--- src/rtl/bfp_converter_pkg.sv ---
// rtl/bfp_converter_pkg.sv - shared types and default widths for the BFP converter
package bfp_converter_pkg;

    localparam int DEF_MANTISSA_WIDTH = 6;
    localparam int DEF_EXPONENT_WIDTH = 8;
    localparam int DEF_GROUP_SIZE     = 8;
    localparam int IDX_WIDTH          = $clog2(DEF_GROUP_SIZE);

    typedef enum logic {
        COLLECT = 1'b0,
        EMIT    = 1'b1
    } state_t;

endpackage

--- src/rtl/bfp_converter_group_buffer.sv ---
// rtl/bfp_converter_group_buffer.sv - one-group register file, one write and one read port
module bfp_converter_group_buffer
    import bfp_converter_pkg::*;
#(
    parameter int ENTRY_WIDTH = DEF_EXPONENT_WIDTH + DEF_MANTISSA_WIDTH,
    parameter int DEPTH       = DEF_GROUP_SIZE,
    parameter int ADDR_WIDTH  = IDX_WIDTH
) (
    input  logic                   clk,
    input  logic                   wr_en,
    input  logic [ADDR_WIDTH-1:0]  wr_addr,
    input  logic [ENTRY_WIDTH-1:0] wr_data,
    input  logic [ADDR_WIDTH-1:0]  rd_addr,
    output logic [ENTRY_WIDTH-1:0] rd_data
);

    logic [ENTRY_WIDTH-1:0] mem [DEPTH];

    // Contents need no reset: every entry is rewritten before it is read.
    always_ff @(posedge clk) begin
        if (wr_en) begin
            mem[wr_addr] <= wr_data;
        end
    end

    assign rd_data = mem[rd_addr];

endmodule

--- src/rtl/bfp_converter_shared_exponent.sv ---
// rtl/bfp_converter_shared_exponent.sv - groups elements, finds the shared max exponent, emits per-element diffs
module bfp_converter_shared_exponent
    import bfp_converter_pkg::*;
#(
    parameter int QUNATIZED_MANTISSA_WIDTH = DEF_MANTISSA_WIDTH,
    parameter int EXPONENT_WIDTH           = DEF_EXPONENT_WIDTH,
    parameter int GROUP_SIZE               = DEF_GROUP_SIZE
) (
    input  logic                                clk,
    input  logic                                rst,
    input  logic                                in_valid,
    output logic                                in_ready,
    input  logic [EXPONENT_WIDTH-1:0]           in_exponent,
    input  logic [QUNATIZED_MANTISSA_WIDTH-1:0] in_mantissa,
    output logic                                out_valid,
    input  logic                                out_ready,
    output logic [QUNATIZED_MANTISSA_WIDTH-1:0] out_mantissa,
    output logic [EXPONENT_WIDTH-1:0]           out_exponent_diff,
    output logic [EXPONENT_WIDTH-1:0]           out_shared_exponent,
    output logic                                out_last
);

    localparam int CNT_WIDTH   = $clog2(GROUP_SIZE);
    localparam int ENTRY_WIDTH = EXPONENT_WIDTH + QUNATIZED_MANTISSA_WIDTH;
    localparam logic [CNT_WIDTH-1:0] LAST_IDX = CNT_WIDTH'(GROUP_SIZE - 1);

    state_t                          state, state_next;
    logic [CNT_WIDTH-1:0]            count, idx, rd_addr;
    logic [EXPONENT_WIDTH-1:0]       max_q, in_max, rd_exponent;
    logic [QUNATIZED_MANTISSA_WIDTH-1:0] rd_mantissa;
    logic [ENTRY_WIDTH-1:0]          rd_data;
    logic                            in_fire, out_fire, last_in;

    bfp_converter_group_buffer #(
        .ENTRY_WIDTH (ENTRY_WIDTH),
        .DEPTH       (GROUP_SIZE),
        .ADDR_WIDTH  (CNT_WIDTH)
    ) u_buffer (
        .clk     (clk),
        .wr_en   (in_fire),
        .wr_addr (count),
        .wr_data ({in_exponent, in_mantissa}),
        .rd_addr (rd_addr),
        .rd_data (rd_data)
    );

    assign {rd_exponent, rd_mantissa} = rd_data;

    always_comb begin
        in_fire    = in_valid && in_ready;
        out_fire   = out_valid && out_ready;
        last_in    = in_fire && (count == LAST_IDX);
        in_max     = (count == '0 || in_exponent > max_q) ? in_exponent : max_q;
        // Element 0 is prefetched while collecting; in EMIT the next element is staged.
        rd_addr    = (state == EMIT) ? idx + CNT_WIDTH'(1) : '0;
        state_next = state;
        case (state)
            COLLECT: if (last_in) state_next = EMIT;
            EMIT:    if (out_fire && out_last) state_next = COLLECT;
            default: state_next = COLLECT;
        endcase
    end

    always_ff @(posedge clk) begin
        if (rst) begin
            state <= COLLECT;
        end else begin
            state <= state_next;
        end
    end

    always_ff @(posedge clk) begin
        if (rst) begin
            count               <= '0;
            idx                 <= '0;
            max_q               <= '0;
            in_ready            <= 1'b0;
            out_valid           <= 1'b0;
            out_mantissa        <= '0;
            out_exponent_diff   <= '0;
            out_shared_exponent <= '0;
            out_last            <= 1'b0;
        end else begin
            in_ready <= (state_next == COLLECT);
            if (in_fire) begin
                count <= last_in ? '0 : count + CNT_WIDTH'(1);
                max_q <= in_max;
            end
            // The final input completes the max, so element 0 uses in_max directly.
            if (last_in) begin
                idx                 <= '0;
                out_valid           <= 1'b1;
                out_mantissa        <= rd_mantissa;
                out_exponent_diff   <= in_max - rd_exponent;
                out_shared_exponent <= in_max;
                out_last            <= 1'b0;
            end else if (out_fire) begin
                if (out_last) begin
                    idx       <= '0;
                    out_valid <= 1'b0;
                end else begin
                    idx               <= rd_addr;
                    out_mantissa      <= rd_mantissa;
                    out_exponent_diff <= max_q - rd_exponent;
                    out_last          <= (rd_addr == LAST_IDX);
                end
            end
        end
    end

endmodule
--- config.mk ---
export PLATFORM = sky130hd
export DESIGN_NAME = bfp_converter_shared_exponent
export DESIGN_NICKNAME = d
export VERILOG_FILES = /design/src/rtl/bfp_converter_pkg.sv /design/src/rtl/bfp_converter_group_buffer.sv /design/src/rtl/bfp_converter_shared_exponent.sv
export SDC_FILE = /design/constraint.sdc
export NUM_CORES = 1
export LEC_CHECK = 0
export ABC_CLOCK_PERIOD_IN_PS = 9490
export CELL_PAD_IN_SITES_DETAIL_PLACEMENT = 0
export CELL_PAD_IN_SITES_GLOBAL_PLACEMENT = 1
export CORE_MARGIN = 8
export CORE_UTILIZATION = 45
export CTS_BUF_LIST = sky130_fd_sc_hd__clkbuf_8
export CTS_CLUSTER_SIZE = 20
export DETAILED_ROUTE_END_ITERATION = 7
export GPL_TIMING_DRIVEN = 1
export PLACE_DENSITY_LB_ADDON = 0.12
export SLEW_MARGIN = 20
export SYNTH_ARGS = -nofsm -noshare
export SYNTH_HDL_FRONTEND = slang
export SYNTH_SLANG_ARGS = --single-unit
--- constraint.sdc ---
create_clock -name clk -period 9.49 [get_ports clk]
set_input_delay 1.898 -clock clk [delete_from_list [all_inputs] [get_ports clk]]
set_output_delay 1.898 -clock clk [all_outputs]
set_load 0.01 [all_outputs]
==> run summary <==
OUTCOME
----------------------------------------------------------------------------------
Result of the run ................................................... finished clean

FLOORPLANNING
----------------------------------------------------------------------------------
Area of the die .....................................................  18,600 um^2
DIE WIDTH ...........................................................       136 um
Core Footprint ......................................................  14,300 um^2
Die height ..........................................................       136 um
Number of top-level pins ............................................           43
Core Rows ...........................................................           44
Effective utilization at floorplan ..................................        0.455

STA
----------------------------------------------------------------------------------
Fin Clk Skew ........................................................   0.00927 ns
Max Freq ............................................................      177 MHz
Transition time of the tightest slew-check pin ......................     0.978 ns
Share of the clock period used by the worst path after layout .......        0.594
Shortest period the worst path allows ...............................      5.63 ns
Fin. Hold Viols .....................................................            0
Setup slack of the critical path after layout .......................      3.86 ns
Final-report setup violation count ..................................            0
Final sum of negative setup slack ...................................         0 ns
Worst slew slack as a fraction of its limit .........................        0.344
Unrepaired setup endpoints after global routing .....................           no
Max-slew violation total from the final report ......................            0

YOSYS
----------------------------------------------------------------------------------
Register bit total from synthesis ...................................          152
Netlist Area Pre-Place ..............................................    6510 um^2
Synthesized area per cell ...........................................    13.5 um^2
Predominant post-synthesis flop cell ................................     edfxtp_1
Gate count of the mapped netlist ....................................          481
Fraction of the yosys area taken by sequential cells ................        0.640
Count of yosys warnings during synthesis ............................            0
Nets in the synthesized netlist .....................................          519
Number of enable flip-flop cells after synthesis ....................          112
Share of async-settable or async-resettable flops after synthesis ...            0
Number of distinct library cells after synthesis ....................           51

CLOCK NETWORK
----------------------------------------------------------------------------------
Depth of the CTS H-tree .............................................            4
Count of cells resized by post-cts repair ...........................            0
Maximum clock path buffer count .....................................            2
Total CTS buffers ...................................................           17
CTS tree ............................................................        built
Sink count of the clock tree ........................................          152
Cts-stage hold buffer count .........................................            0
Clk Latency, worst-skew pair ........................................      0.45 ns
Clock-pin transition on the worst setup and hold timing paths .......      0.08 ns
CTS root buffer .....................................................     clkbuf_8
Post-CTS setup buffer count .........................................            0

CRITICAL PATH
----------------------------------------------------------------------------------
Worst Path Required .................................................      9.87 ns
Max Fanout on Critical Path .........................................           12
Critical R2R Launch .................................................       idx[0]
Path depth of the worst reg2reg path ................................           17
FF-to-FF setup slack ................................................      4.74 ns
Critical Path End ................................................... out_exponent_diff[6]
Worst setup path startpoint ......................................... in_exponent[3]
Critical path start-end classification ..............................    in -> reg
Critical path capture point type ....................................    flip-flop
Arrival time at the worst endpoint ..................................      6.01 ns
Endpoint of the lowest-slack register-to-register path .............. out_exponent_diff[6]
Startpoint Class ....................................................    input pin

FINAL LAYOUT
----------------------------------------------------------------------------------
Final cell utilization of the core ..................................        0.532
Multi-input gate area in the final layout ...........................    2240 um^2
Area Growth Syn to Fin ..............................................        16.9%
Final instance area .................................................    7610 um^2
Net total in the final layout .......................................          567
Ant. Diodes .........................................................            0
Most common cell after layout, fill and taps aside ..................     edfxtp_1
Register area .......................................................    4160 um^2
Fraction of final layout cells with drive strength greater than 1 ...        0.151
Layout filler cell count ............................................        1,212
Most frequent cells in the layout ................................... 112 x edfxtp_1, 46 x nor2_1, 42 x clkdlybuf4s50_1

PLACED DESIGN
----------------------------------------------------------------------------------
Port Buffers ........................................................           42
Post-placement cell area ............................................    7190 um^2
Routability Congestion ..............................................        0.781
Hpwl dp .............................................................      9.47 mm
Post-Place Worst Slack ..............................................      3.35 ns

POWER
----------------------------------------------------------------------------------
VDD IR-drop max .....................................................       104 uV
Power per cell area .................................................  173 nW/um^2
Static leakage ......................................................      2.55 nW
Overall power consumption ...........................................      1.31 mW

DETAILED ROUTING
----------------------------------------------------------------------------------
Via count ...........................................................        4,009
Remaining number of nets flagged by the antenna check after routing .            0
Remaining design rule violation count ...............................            0
WL/cell .............................................................      20.7 um
Drt pass-1 iters ....................................................            4
Total wirelength of the detailed-routed design ......................      15.0 mm
Vias per cell .......................................................         5.52
Starting DRC count in detailed routing ..............................          322

FLOW RUN
----------------------------------------------------------------------------------
Maximum Capacitance Violations ......................................            0

GRT
----------------------------------------------------------------------------------
Number of antenna violations at the first check in global routing ...            0
Via count of the first global-routing pass ..........................        4,084
Largest net degree at the start of global routing ...................           36
Congestion Overflow GR ..............................................            0
Overall routing resource usage ......................................        0.172
Wire length of the first global-routing pass ........................      23.4 mm

MIN PATH
----------------------------------------------------------------------------------
Path class of the lowest-slack min-delay path .......................   reg -> reg

==> worst max-delay path, stage by stage <==
cell             delay (ns)
clkdlybuf4s50_1        0.72
ha_1                   0.35
a2111oi_2              0.37
a22oi_1                0.18
o21ai_2                0.37
mux2_2                 0.38
ha_1                   0.33
nor2b_1                0.14
o21ai_0                0.19
a21boi_0               0.15
o21a_1                 0.20
o21ai_0                0.13
or3b_2                 0.45
a21oi_1                0.15
==> power breakdown <==
group / total (mW) / switching [mW] / leakage (nW) / internal, mW
logic: 0.0702 / 0.0406 / 1.00 / 0.0296
clock network: 0.519 / 0.250 / 0.212 / 0.269
registers: 0.725 / 0.00540 / 1.34 / 0.720
==> layer usage <==
layer / track usage / routed length (um) / vias up / part of all wire
li1: - / - / 1913 / -
met1: 0.227 / 6770 / 1998 / 0.45
met2: 0.267 / 7210 / 83 / 0.48
met3: 0.0373 / 727 / 15 / 0.048
met4: 0.0763 / 293 / 0 / 0.020
met5: 0 / 0 / - / 0
==> sequential cells by signal, indices dropped and copies added, names as in the netlist <==
register,count
out_shared_exponent,8
out_mantissa,6
max_q,8
out_valid,1
out_exponent_diff,8
idx,3
in_ready,1
u_buffer.mem,112
out_last,1
state,1
count,3
==> how the worst min path moves through the flow <==
| stage | cells after the start | startpoint | slack, ns | to |
|---|---|---|---|---|
| finish | 2 | out_exponent_diff[4] | 0.46 | out_exponent_diff[4] |
| global route | 2 | out_exponent_diff[2] | 0.47 | out_exponent_diff[2] |
| CTS | 2 | out_exponent_diff[4] | 0.46 | out_exponent_diff[4] |
| detailed placement | 2 | out_exponent_diff[4] | 0.45 | out_exponent_diff[4] |
| global placement | 2 | out_exponent_diff[2] | 0.44 | out_exponent_diff[2] |
| floorplan | 2 | idx[1] | 0.46 | idx[1] |
==> per-stage QoR <==
| step | hold WS (ns) | cells |
|---|---|---|
| 3_3_place_gp | 0.440 | 694 |
| 3_5_place_dp | 0.446 | 694 |
| 4_1_cts | 0.457 | 726 |
| 5_1_grt | 0.474 | 726 |
| 2_1_floorplan | 0.461 | 481 |
| 6_report | 0.455 | 726 |
==> cell families after synthesis <==
group,Yosys count,share of synthesized area
buffers and inverters,39,0.0252
adder cells (fa/ha/maj),20,0.0396
AO/OA/AOI/OAI,80,0.0871
multiplexers,52,0.108
AND/OR/NAND/NOR,135,0.0954
XOR/XNOR,3,0.00519
flip-flops,152,0.640
==> cell type report <==
type	count	area share
clock inverters	14	0.0227
flip-flops and latches	152	0.547
well taps	184	0.0302
inverters	15	0.00740
clock buffers	18	0.0325
multi-input cells	290	0.294
repair buffers	53	0.0661
==> cell usage after synthesis (4+ instances only) <==
cell type	n	share of area
a211oi_1	17	0.020
a311oi_1	7	0.0094
a21oi_1	18	0.014
clkbuf_1	15	0.0086
nand3_1	7	0.0054
nor3_1	15	0.012
nand2_1	35	0.020
mux2_2	12	0.021
nand2b_1	4	0.0038
a221oi_1	7	0.0094
mux4_2	12	0.042
nor2_1	50	0.029
edfxtp_1	112	0.52
buf_2	5	0.0038
ha_1	19	0.037
dfxtp_1	40	0.12
inv_1	15	0.0086
nor2b_1	8	0.0077
mux2i_1	27	0.042
o21ai_0	9	0.0069
Note: power is estimated with default switching activity, not from simulation.
